<file path="config.mk">
export PLATFORM = sky130hd
export DESIGN_NAME = ifetch_ctrl
export DESIGN_NICKNAME = d
export VERILOG_FILES = /design/src/rtl/cpu_pkg.sv /design/src/rtl/ifetch_ctrl_npc_calc.sv /design/src/rtl/ifetch_ctrl.sv
export SDC_FILE = /design/constraint.sdc
export NUM_CORES = 1
export LEC_CHECK = 0
export CAP_MARGIN = 40
export CELL_PAD_IN_SITES_DETAIL_PLACEMENT = 2
export CELL_PAD_IN_SITES_GLOBAL_PLACEMENT = 2
export CORE_MARGIN = 5
export CORE_UTILIZATION = 30
export DETAILED_ROUTE_END_ITERATION = 8
export PLACE_DENSITY = 0.84
export SLEW_MARGIN = 20
export SYNTH_ARGS = -nofsm -noshare
export SYNTH_HDL_FRONTEND = slang
export SYNTH_SLANG_ARGS = --single-unit
</file>
<file path="constraint.sdc">
create_clock -name clk -period 13.5 [get_ports clk]
set_input_delay 4.05 -clock clk [delete_from_list [all_inputs] [get_ports clk]]
set_output_delay 4.05 -clock clk [all_outputs]
set_load 0.03 [all_outputs]
</file>
<file path="src/rtl/cpu_pkg.sv">
// rtl/cpu_pkg.sv - shared encodings for the single-cycle MIPS fetch/decode path
package cpu_pkg;

  typedef enum logic [1:0] {
    IDLE = 2'd0,
    RUN  = 2'd1,
    HALT = 2'd2
  } state_t;

  localparam logic [1:0] HC_NONE = 2'b00;
  localparam logic [1:0] HC_OOR  = 2'b01;
  localparam logic [1:0] HC_SELF = 2'b10;

  localparam logic [5:0] OP_J   = 6'b000010;
  localparam logic [5:0] OP_BEQ = 6'b000100;

endpackage

</file>
<file path="src/rtl/ifetch_ctrl_npc_calc.sv">
// rtl/ifetch_ctrl_npc_calc.sv - combinational next-PC select, jump > branch > sequential
module npc_calc
  import cpu_pkg::*;
(
  input  logic [31:0] pc,
  input  logic        branch_taken,
  input  logic [15:0] imm16,
  input  logic        jump,
  input  logic [25:0] target26,
  output logic [31:0] next_pc,
  output logic [31:0] pc_plus4
);

  logic [31:0] branch_off;

  assign pc_plus4   = pc + 32'd4;
  assign branch_off = {{14{imm16[15]}}, imm16, 2'b00};

  always_comb begin
    next_pc = pc_plus4;
    if (jump) begin
      next_pc = {pc_plus4[31:28], target26, 2'b00};
    end else if (branch_taken) begin
      next_pc = pc_plus4 + branch_off;
    end
  end

endmodule

</file>
<file path="src/rtl/ifetch_ctrl.sv">
// rtl/ifetch_ctrl.sv - PC register, run-control FSM, halt detection and retire counter
module ifetch_ctrl
  import cpu_pkg::*;
#(
  parameter logic [31:0] RESET_PC = 32'h0000_0000,
  parameter int unsigned IM_DEPTH = 30
) (
  input  logic        clk,
  input  logic        reset,
  input  logic        start,
  input  logic        stall,
  input  logic        branch_taken,
  input  logic [15:0] branch_imm16,
  input  logic        jump,
  input  logic [25:0] jump_target26,
  output logic [31:0] pc,
  output logic [31:0] im_raddr,
  output logic [31:0] pc_plus4,
  output logic        fetch_valid,
  output logic        halted,
  output logic [1:0]  halt_cause,
  output logic [31:0] instr_count
);

  state_t      state_q, state_d;
  logic [31:0] pc_q, pc_d;
  logic [31:0] count_q, count_d;
  logic [1:0]  cause_q, cause_d;
  logic [31:0] next_pc;
  logic [31:0] pc_plus4_w;
  logic        self_jump;
  logic        out_of_range;

  npc_calc u_npc (
    .pc           (pc_q),
    .branch_taken (branch_taken),
    .imm16        (branch_imm16),
    .jump         (jump),
    .target26     (jump_target26),
    .next_pc      (next_pc),
    .pc_plus4     (pc_plus4_w)
  );

  // Jump has priority in npc_calc, so next_pc is the jump target whenever jump is set.
  assign self_jump    = jump && (next_pc == pc_q);
  assign out_of_range = {2'b00, next_pc[31:2]} >= IM_DEPTH;

  always_ff @(posedge clk) begin
    if (reset) begin
      state_q <= IDLE;
      pc_q    <= RESET_PC;
      count_q <= '0;
      cause_q <= HC_NONE;
    end else begin
      state_q <= state_d;
      pc_q    <= pc_d;
      count_q <= count_d;
      cause_q <= cause_d;
    end
  end

  always_comb begin
    state_d = state_q;
    pc_d    = pc_q;
    count_d = count_q;
    cause_d = cause_q;
    case (state_q)
      IDLE: begin
        pc_d = RESET_PC;
        if (start) begin
          state_d = RUN;
          count_d = '0;
          cause_d = HC_NONE;
        end
      end
      RUN: begin
        if (!stall) begin
          count_d = (count_q == 32'hFFFF_FFFF) ? count_q : count_q + 32'd1;
          // On halt the PC stays on the halting instruction, never the illegal target.
          if (self_jump) begin
            state_d = HALT;
            cause_d = HC_SELF;
          end else if (out_of_range) begin
            state_d = HALT;
            cause_d = HC_OOR;
          end else begin
            pc_d = next_pc;
          end
        end
      end
      HALT: begin
        if (start) begin
          state_d = RUN;
          pc_d    = RESET_PC;
          count_d = '0;
          cause_d = HC_NONE;
        end
      end
      default: begin
        state_d = IDLE;
        pc_d    = RESET_PC;
      end
    endcase
  end

  assign pc          = pc_q;
  assign im_raddr    = pc_q;
  assign pc_plus4    = pc_plus4_w;
  assign fetch_valid = (state_q == RUN) && !stall;
  assign halted      = (state_q == HALT);
  assign halt_cause  = cause_q;
  assign instr_count = count_q;

endmodule

</file>
# Word-level counts from Yosys, hierarchy flattened
# Cells that the tools add are included.
totals:
  reg_bits: 68
  n_memories: 0
  latch_bits: 0
  output_inout_bits: 132
  ram_bits: 0
  romBits: 0
op_classes:
  multipliers: 0
  order_cmp: 1
  addsub: 3
  n_eq_ne: 11
  bitwise_logic: 0
  n_mux: 20
  div_mod_pow: 0
  n_reduce_logical: 10
  shifts: 0
ops:
  columns: ["operator", "count"]
  rows:
  - ["$mux 32", 8]
  - ["$pmux 32 s2", 2]
  - ["$add 32x1->32 const B", 1]
  - ["$add 32x3->32 const B", 1]
  - ["$add 32x32->32", 1]
  - ["$eq 32x32->1", 1]
  - ["$eq 32x32->1 const B", 1]
  - ["$ge 30x5->1 const B", 1]
  - ["$mux 2", 8]
  - ["$reduce_and 4->1", 3]
  - ["$ne 2x2->1 const B", 5]
  - ["$pmux 2 s2", 2]
  - ["$ne 3x3->1 const B", 1]
  - ["$reduce_and 3->1", 1]
  - ["$eq 2x1->1 const B", 1]
  - ["$eq 2x2->1 const B", 1]
  - ["$logic_and 1x1->1", 2]
  - ["$logic_not 2->1", 1]
  - ["$ne 2x1->1 const B", 1]
  - ["$reduce_bool 2->1", 1]
  - ["$reduce_or 2->1", 1]
  - ["$logic_not 1->1", 1]

# Depth between registers and ports, before layout
# Gate-level depths: netlist of run 1.
depth:
  word_depth: 9
  depth_mapped: 22

# Hierarchy
# Synthesis of run 1 repeated with hierarchy kept, for this count alone.
unflattened:
  hier_cells: 786
  area_unflattened_um2: 6140.9
by_module_without_submodules:
  columns: ["module", "instances", "area_each_um2", "cells_per_inst", "seq_area_each_um2"]
  rows:
  - ["ifetch_ctrl", 1, 3467.1, 387, 1361.3]
  - ["npc_calc", 1, 2673.8, 399, 0.0]

# Worst setup path before layout of run 1
# No wires, ideal clock.
synth_path:
  path_type: "input-to-output"
  start: "input stall"
  end: "output fetch_valid"
  n_path_buf: 0
  arrival_ns: 4.513
  setup_slack_ns: 4.937
  cell_stages: 1
  path_cell_list: "nor2_1"
synth_between:
  elab_chain_cells: 2
synth_rtl:
  columns: ["item", "line_no", "source"]
  rows:
  - ["from (decl)", "ifetch_ctrl.sv:11", "input logic stall,"]
  - ["$logic_not 1->1", "ifetch_ctrl.sv:109", "assign fetch_valid = (state_q == RUN) && !stall;"]
  - ["$logic_and 1x1->1", "ifetch_ctrl.sv:109", null]
  - ["to (decl)", "ifetch_ctrl.sv:19", "output logic fetch_valid,"]
# Every way passes these cells.

# Worst setup path in the final report of run 1
# Same ends and word-level chain as after synthesis.

==> impl_metrics.toml, run 1 <==
[floorplanning]
io_pins = 180
start_util_pct = 30.2
fp-row-count = 58
die_y_microns = 168
coreArea_sq_um = 25000
design.die.area_sq_um = 28400
dieWidth_microns = 168

[clocking]
postCtsSetupBuffers = 0
cts_tree = "built"
cts_root_buf = "clkbuf_16"
cts.sinks = 68
clock_latency_ns = 0.34
h-tree-depth = 3
holdBufCountCts = 0
numCtsBuffers = 9
cts_resized = 0
clk_pin_slew_worst_paths_ns = 0.06
cts_max_path_buffers = 2

[layout]
drive_gt1_share_pct = 4.48
syn2layout_area_growth_pct = 27.6
multi_input_area_sq_um = 5500
fill_cells = 2944
fin_nets = 1235
seq_area_sq_um = 1360

[timing]
rsz0062_at_grt = "false"
tns_ns = 0
final-setup-viol-count = 0
drv_slew = 0
slew_headroom_pct = 41.3
skew_ns = 0.0107
period_share_pct = 70.7
whs_ns = 0.502
max_freq_mhz = 105
setup_slack_ns = 3.95
hold_violations = 0
worst_slew_pin_slew_ns = 0.873
final.min_clock_period_ns = 9.55

[routing]
wl_microns = 37800
drt-vias-per-instance = 6.02
vias = 8982
drtIter0Drc = 686
drtPass1Iterations = 5
ant_nets = 0
post-route-drc-count = 0
wl_per_cell_microns = 25.4

[status]
status = "finished clean"

[global_routing]
met3_usage_pct = 2.79
grt_max_degree = 33
grt_use_total_pct = 25.8
overflow = 0
grt_busiest_layer = "met2"
grt_pass1_vias = 9553
met1_usage_pct = 34.7
antenna_found_initial = 0
grtUsageMet2_pct = 43.9
grt_pass1_wl_microns = 58300

[synth]
yosysSeqAreaShare_pct = 18.1
async_reset_ff_share_pct = 0
yosysUniqueCellTypes = 84
syn_inst = 1051
synth_edf_count = 0
syn_area_per_cell_sq_um = 7.16
synth_top_cell_area_share_pct = 18.1
ys.flop_type = "dfxtp_1"
yosysWarningCount = 0
yosysTopAreaCell = "dfxtp_1"
synth_commonest_cells = "94 x nand2_1, 92 x nor2_1, 68 x dfxtp_1"
ys_ff_latch = 68
synth.most_common_cell = "nand2_1"
syn-num-nets = 1131
ys_top_cells_by_area = "dfxtp_1 18%, ha_1 5.2%, nand2_1 4.7%, nor2_1 4.6%, xor2_1 4.1%"
synth_area_sq_um = 7530

[worst_setup_path]
critical_path.max_fanout = 4
critPathMostFrequentCell = "clkdlybuf4s50_1"
rrSetupSlack_ns = 6.01
worstRegToRegCells = 19
slowest_delay_ns = 0.72
crit_path_end_kind = "output pin"
arrival_ns = 5.50
slowest_stage = "clkdlybuf4s50_1"
critPathKind = "in -> out"
cp-start-kind = "primary input"
r2r-start = "im_raddr[2]"
r2r_end = "im_raddr[28]"
worstPathRequired_ns = 9.45
critical_path.cell_chain = "clkdlybuf4s50_1 > nor2_1 > clkdlybuf4s50_1"

[place]
port_buffers = 179
gp_congestion = 0.916
place_hpwl_microns = 29400
dp_slack_ns = 3.87

[worst_hold_path]
hold_class = "reg -> reg"
hold_start = "halt_cause[0]"
hold_end = "halt_cause[0]"
holdPathStages = 2

[power]
powerDensity_nw_per_um2 = 58.2
vdd_ir_drop_max_v = 0.0000556
power_leakage_nw = 3.31

[run]
maxCapViolCount = 0
==> metrics by stage <==
step | std cells | area [sq um] | utilization [%] | power (mW)
2_1_floorplan | 1051 | 7530 | - | 0.271
3_3_place_gp | 1466 | 9230 | 37.0 | 0.313
3_5_place_dp | 1469 | 9270 | 37.1 | 0.317
4_1_cts | 1485 | 9570 | 38.3 | 0.558
5_1_grt | 1490 | 9610 | 38.5 | 0.575
6_report | 1491 | 9610 | 38.5 | 0.559
==> worst max-delay path: cells and delay by family <==
kind | cells | cell delay [ns]
buffers and inverters | 2 | 1.23
AND/OR/NAND/NOR | 1 | 0.22
==> metal layers <==
layer  share of wire, %  up-vias
met3                5.4       52
met5                  0        -
li1                   -     4115
met2                 48      311
met4                2.4        0
met1                 44     4504
==> placed cells by master (no fill, tap or decap), types with 11 or more instances in the layout <==
cell / instances
nor3_1: 28
nor4_1: 27
nand2_1: 94
a31oi_1: 16
ha_1: 31
a211oi_1: 12
nor2b_1: 11
clkdlybuf4s50_1: 179
o211ai_1: 17
o22ai_1: 11
and4_1: 11
a21boi_1: 14
a21o_1: 13
xnor2_1: 31
and3_1: 12
nor2_1: 92
o21a_1: 13
xor2_1: 35
a21oi_1: 57
or3_1: 28
dfxtp_1: 68
o21ai_0: 47
inv_1: 30
nand4_1: 44
nand3_1: 40
nand2b_1: 18
==> worst max-delay path by stage <==
| stage | start | endpoint | slack [ns] |
|---|---|---|---|
| detailed placement | branch_imm16[15] | im_raddr[28] | 3.87 |
| floorplan | stall | fetch_valid | 4.94 |
| global route | stall | fetch_valid | 3.87 |
| finish | stall | fetch_valid | 3.95 |
| global placement | stall | fetch_valid | 4.02 |
| CTS | stall | fetch_valid | 3.95 |
==> flip-flops by register name (all words and copies together), names as in the netlist <==
register / count
instr_count: 32
im_raddr: 32
state_q: 2
halt_cause: 2
==> area by class of cell <==
| class | count | area share [%] |
|---|---|---|
| multi-input cells | 850 | 57.2 |
| repair buffers | 194 | 19.9 |
| flip-flops and latches | 68 | 14.2 |
| well taps | 330 | 4.30 |
| clock buffers | 9 | 2.34 |
| inverters | 32 | 1.25 |
| clock inverters | 7 | 0.781 |
| diodes | 1 | 0.0260 |
==> kinds of logic (layout without fill, tap and decap cells) <==
| family | Yosys count | in the layout | synth area share [%] |
|---|---|---|---|
| buf+inv | 133 | 242 | 8.94 |
| fa+ha+maj | 32 | 32 | 5.42 |
| simple gates | 445 | 445 | 31.0 |
| other cells | 0 | 1 | 0 |
| compound gates | 296 | 296 | 27.4 |
| xor+xnor | 66 | 66 | 7.68 |
| flops | 68 | 68 | 18.1 |
| mux | 11 | 11 | 1.50 |
==> power by group <==
group | switching (mW) | internal (mW)
Combinational | 0.0712 | 0.0428
Clock | 0.0979 | 0.144
Sequential | 0.00143 | 0.201
(Power assumes the default switching activity.)
==> run 2, diff against run 1 <==
CORE_UTILIZATION = 28   (was 30)
PLACE_DENSITY = 0.79   (was 0.84)
clock period = 9.4 ns   (was 13.5 ns; I/O delays follow)
==> run 2 against run 1 <==
Net effect: worst setup slack lost 2.7 ns; worst hold slack lost 0.016 ns; clock power grew 61%; count of clock-buffer cells in the layout grew 1; largest cell class unchanged; largest power group unchanged.
==> impl_metrics.toml, run 2 (synthesis gave the netlist of run 1 again) <==
[status]
status = "finished clean"

[worst_setup_path]
cp-start-kind = "primary input"
rrSetupSlack_ns = 2.04
slowest_stage = "clkdlybuf4s50_1"
r2r_end = "im_raddr[25]"
slowest_delay_ns = 0.75
worstPathRequired_ns = 9.58
critPathKind = "in -> reg"
arrival_ns = 8.31
critical_path.cell_chain = "clkdlybuf4s50_1 > ha_1 > nand2_1 > o21ai_0 > nor2_1 > a311o_1 > o211ai_1 > xnor2_1 > or4b_1 > or4_1 > or3_4 > o21ai_4 > a21boi_0"
worstRegToRegCells = 18
crit_path_end_kind = "register"
r2r-start = "im_raddr[3]"
critical_path.max_fanout = 27

[global_routing]
antenna_found_initial = 1
grt_pass1_vias = 9454
grt_max_degree = 32
grt_pass1_wl_microns = 56800
grt_use_total_pct = 23.5
overflow = 0

[power]
powerDensity_nw_per_um2 = 87.7
vdd_ir_drop_max_v = 0.0000852
power_leakage_nw = 3.32

[clocking]
numCtsBuffers = 9
clock_latency_ns = 0.33
cts_resized = 0
holdBufCountCts = 0
h-tree-depth = 3
cts_tree = "built"
postCtsSetupBuffers = 0
clk_pin_slew_worst_paths_ns = 0.06
cts.sinks = 68
cts_max_path_buffers = 2
cts_root_buf = "clkbuf_16"

[routing]
drtPass1Iterations = 5
post-route-drc-count = 0
wl_microns = 37400
ant_nets = 0
drtIter0Drc = 457
vias = 8961
wl_per_cell_microns = 24.9
drt-vias-per-instance = 5.97

[floorplanning]
design.die.area_sq_um = 30300
start_util_pct = 28.2
die_y_microns = 174
dieWidth_microns = 174
fp-row-count = 60
coreArea_sq_um = 26700
io_pins = 180

[run]
maxCapViolCount = 0

[place]
placed_cells = 1481
port_buffers = 179
place_hpwl_microns = 29800
dp_slack_ns = 0.957
gp_congestion = 0.926

[layout]
most-common-layout-cells = "179 x clkdlybuf4s50_1, 94 x nand2_1, 92 x nor2_1, 68 x dfxtp_1, 57 x a21oi_1"
fill_cells = 3127
layout_commonest_cell = "clkdlybuf4s50_1"
syn2layout_area_growth_pct = 28.4
stdcell_count = 1500
drive_gt1_share_pct = 4.40
fin_nets = 1234
antenna_cells = 0

[timing]
tns_ns = 0
final.min_clock_period_ns = 8.13
drv_slew = 0
rsz0062_at_grt = "false"
max_freq_mhz = 123
worst_slew_pin_slew_ns = 0.900
slew_headroom_pct = 39.2
final-setup-viol-count = 0
hold_violations = 0
period_share_pct = 86.5
setup_slack_ns = 1.27
skew_ns = 0.00648

[worst_hold_path]
hold_class = "reg -> reg"
holdPathStages = 2
hold_start = "halt_cause[0]"
hold_end = "halt_cause[0]"
## run 2: layout make-up
cell class	count	area, sq um	area share, %
Clock buffer	10	229	2.37
Clock inverter	6	111	1.15
Inverter	32	120	1.24
Multi-Input combinational cell	850	5500	56.9
Sequential cell	68	1360	14.1
Tap cell	341	427	4.41
Timing Repair Buffer	193	1920	19.9
## run 2: critical path, delay by kind of cell
family                   cells  cell delay (ns)
AND/OR/NAND/NOR              5             1.92
AO/OA/AOI/OAI                5             1.97
buffers and inverters        1             0.75
XOR/XNOR                     1             0.15
adder cells (fa/ha/maj)      1             0.68
## run 2: how the worst max path moves through the flow
stage	start	to	slack, ns	cells past startpoint
3_5_place_dp	branch_imm16[15]	im_raddr[24]	0.96	15
4_1_cts	branch_imm16[15]	im_raddr[25]	1.28	15
2_1_floorplan	branch_imm16[15]	im_raddr[0]	2.80	15
3_3_place_gp	branch_imm16[15]	im_raddr[29]	1.22	15
5_1_grt	branch_imm16[15]	im_raddr[29]	0.99	15
6_report	branch_imm16[15]	im_raddr[25]	1.27	13
## run 2: stage by stage
stage	utilization [%]	power, mW	area, sq um	hold slack, ns
floorplan	-	0.389	7530	0.585
global placement	34.7	0.452	9270	0.459
detailed placement	34.8	0.458	9300	0.470
CTS	36.1	0.847	9640	0.485
global route	36.2	0.879	9670	0.509
finish	36.2	0.847	9670	0.486
## run 2: report_power, final
part	leakage (nW)	internal (mW)	switching (mW)	total [mW]
clock	0.163	0.260	0.131	0.390
combinational	2.61	0.0625	0.103	0.166
sequential	0.548	0.289	0.00201	0.291
total	3.32	0.611	0.236	0.847
## run 2: per-layer routing
metal  part of all wire (%)  wire length [microns]  vias up  track usage (%)
li1                       -                      -     4103                -
met3                    5.2                   1960       66             3.98
met4                    2.9                   1080        2             7.09
met1                     45                  16700     4512             30.7
met2                     47                  17600      278             39.6
met5                  0.027                     10        -                0
==> run 3, diff against run 2 <==
CAP_MARGIN = default   (was 40)
==> run 3 against run 2 <==
Net effect: routed wire length fell by 1.3%; clock power barely moved; maximum frequency barely moved; sequential cell count did not move; first-iteration DRC count rose by 4.2%; sequential power barely moved; worst hold slack got worse by 0.0022 ns; count of clock-buffer cells in the layout did not move; power fell by 0.80%; cell count fell by 0.33%; combinational power fell by 2%; die area did not move.
==> impl_metrics.toml, run 3 (synthesis gave the netlist of run 1 again) <==
[worst_setup_path]
crit_path_end_kind = "register"
worstPathRequired_ns = 9.55
cp-start-kind = "primary input"
arrival_ns = 8.28
critical_path.max_fanout = 27
critPathKind = "in -> reg"

[routing]
wl_met2_microns = 17200
wl_microns = 36900
drt-vias-per-instance = 5.93
post-route-drc-count = 0
ant_nets = 0
wl_met1_microns = 16300
top_layer_used = "met5"
wl_per_cell_microns = 24.7
vias = 8859
dr_wl_met3_microns = 2160
drtPass1Iterations = 5
drtIter0Drc = 476

[timing]
drv_slew = 0
worst_slew_pin_slew_ns = 0.999
tns_ns = 0
max_freq_mhz = 123
final-setup-viol-count = 0
final.min_clock_period_ns = 8.13
rsz0062_at_grt = "false"
skew_ns = 0.00631
slew_headroom_pct = 31.7
period_share_pct = 86.5
hold_violations = 0

[clocking]
h-tree-depth = 3
postCtsSetupBuffers = 0
cts_root_buf = "clkbuf_16"
clock_latency_ns = 0.33
cts.sinks = 68
cts_tree = "built"
cts_max_path_buffers = 2
holdBufCountCts = 0
numCtsBuffers = 9
cts_resized = 0
clk_pin_slew_worst_paths_ns = 0.06

[layout]
drive_gt1_share_pct = 4.16
fin_nets = 1229
final_cell_area_sq_um = 9610
syn2layout_area_growth_pct = 27.6
layout_commonest_cell = "clkdlybuf4s50_1"
antenna_cells = 0
fill_cells = 3130
most-common-layout-cells = "179 x clkdlybuf4s50_1, 93 x nand2_1, 92 x nor2_1, 68 x dfxtp_1, 57 x a21oi_1"

[place]
port_buffers = 179
dpl_cell_area_sq_um = 9270
place_hpwl_microns = 29700
gp_congestion = 0.926

[power]
vdd_ir_drop_max_v = 0.000116
power_leakage_nw = 3.29
powerDensity_nw_per_um2 = 87.5

[global_routing]
grt_max_degree = 32
grt_pass1_wl_microns = 56400
overflow = 0
grt_use_total_pct = 23.4
grt_pass1_vias = 9314
antenna_found_initial = 1

[floorplanning]
die_y_microns = 174
io_pins = 180
coreArea_sq_um = 26700
dieWidth_microns = 174
design.die.area_sq_um = 30300
fp-row-count = 60
start_util_pct = 28.2

[worst_hold_path]
hold_class = "reg -> reg"

[status]
status = "finished clean"

[run]
maxCapViolCount = 0
==> run 3: changes by cell type in the layout (fill, tap and decap cells not counted) <==
| cell | delta |
|---|---|
| buf_1 | -1 |
| buf_16 | -1 |
| buf_2 | -1 |
| buf_6 | -1 |
| buf_8 | -1 |
| nand2_1 | -1 |
| nand2_2 | +1 |
==> run 3: through the flow <==
step	util, %	setup WS, ns	power [mW]	cells	hold WS [ns]
after global placement	34.7	1.22	0.452	1479	0.459
after CTS	35.9	1.36	0.846	1495	0.480
after detailed placement	34.7	0.990	0.456	1479	0.465
after global routing	36.0	0.961	0.874	1495	0.507
final	36.0	1.27	0.841	1495	0.483
after floorplan	-	2.80	0.389	1051	0.585
==> run 3: worst max-delay path, stage by stage <==
cell	delay (ns)
clkdlybuf4s50_1	0.74
ha_1	0.66
nand4_1	0.19
nor4_1	0.34
a22oi_1	0.27
nand2_1	0.21
mux2i_1	0.35
o211ai_1	0.17
or4b_1	0.53
or4_1	0.73
or3_4	0.46
o21ai_4	0.57
a21boi_0	0.21
==> run 3: final cells by class <==
class                   instances  area (sq um)  area share, %
clock buffers                  10           229           2.38
clock inverters                 6           111           1.16
inverters                      32           120           1.25
multi-input cells             850          5500           57.2
flip-flops and latches         68          1360           14.2
well taps                     341           427           4.44
repair buffers                188          1860           19.4
==> run 3: power by group <==
group | leakage, nW | internal (mW) | switching, mW | total [mW]
Sequential | 0.548 | 0.289 | 0.00199 | 0.291
Combinational | 2.58 | 0.0604 | 0.102 | 0.162
Clock | 0.163 | 0.260 | 0.128 | 0.387
==> run 3: per-layer routing <==
| metal | vias up | track usage (%) |
|---|---|---|
| met1 | 4422 | 30.7 |
| li1 | 4093 | - |
| met5 | - | 0 |
| met2 | 283 | 38.8 |
| met3 | 59 | 4.11 |
| met4 | 2 | 7.75 |
==> run 3: path summary, 6_finish.rpt <==
kind	startpoint	cells after the start	endpoint	slack (ns)
worst max-delay path	branch_imm16[15]	13	im_raddr[24]	1.27
worst min-delay path	halt_cause[0]	2	halt_cause[0]	0.48
worst max register to register	im_raddr[7]	17	im_raddr[24]	2.09
worst min register to register	halt_cause[0]	2	halt_cause[0]	0.48
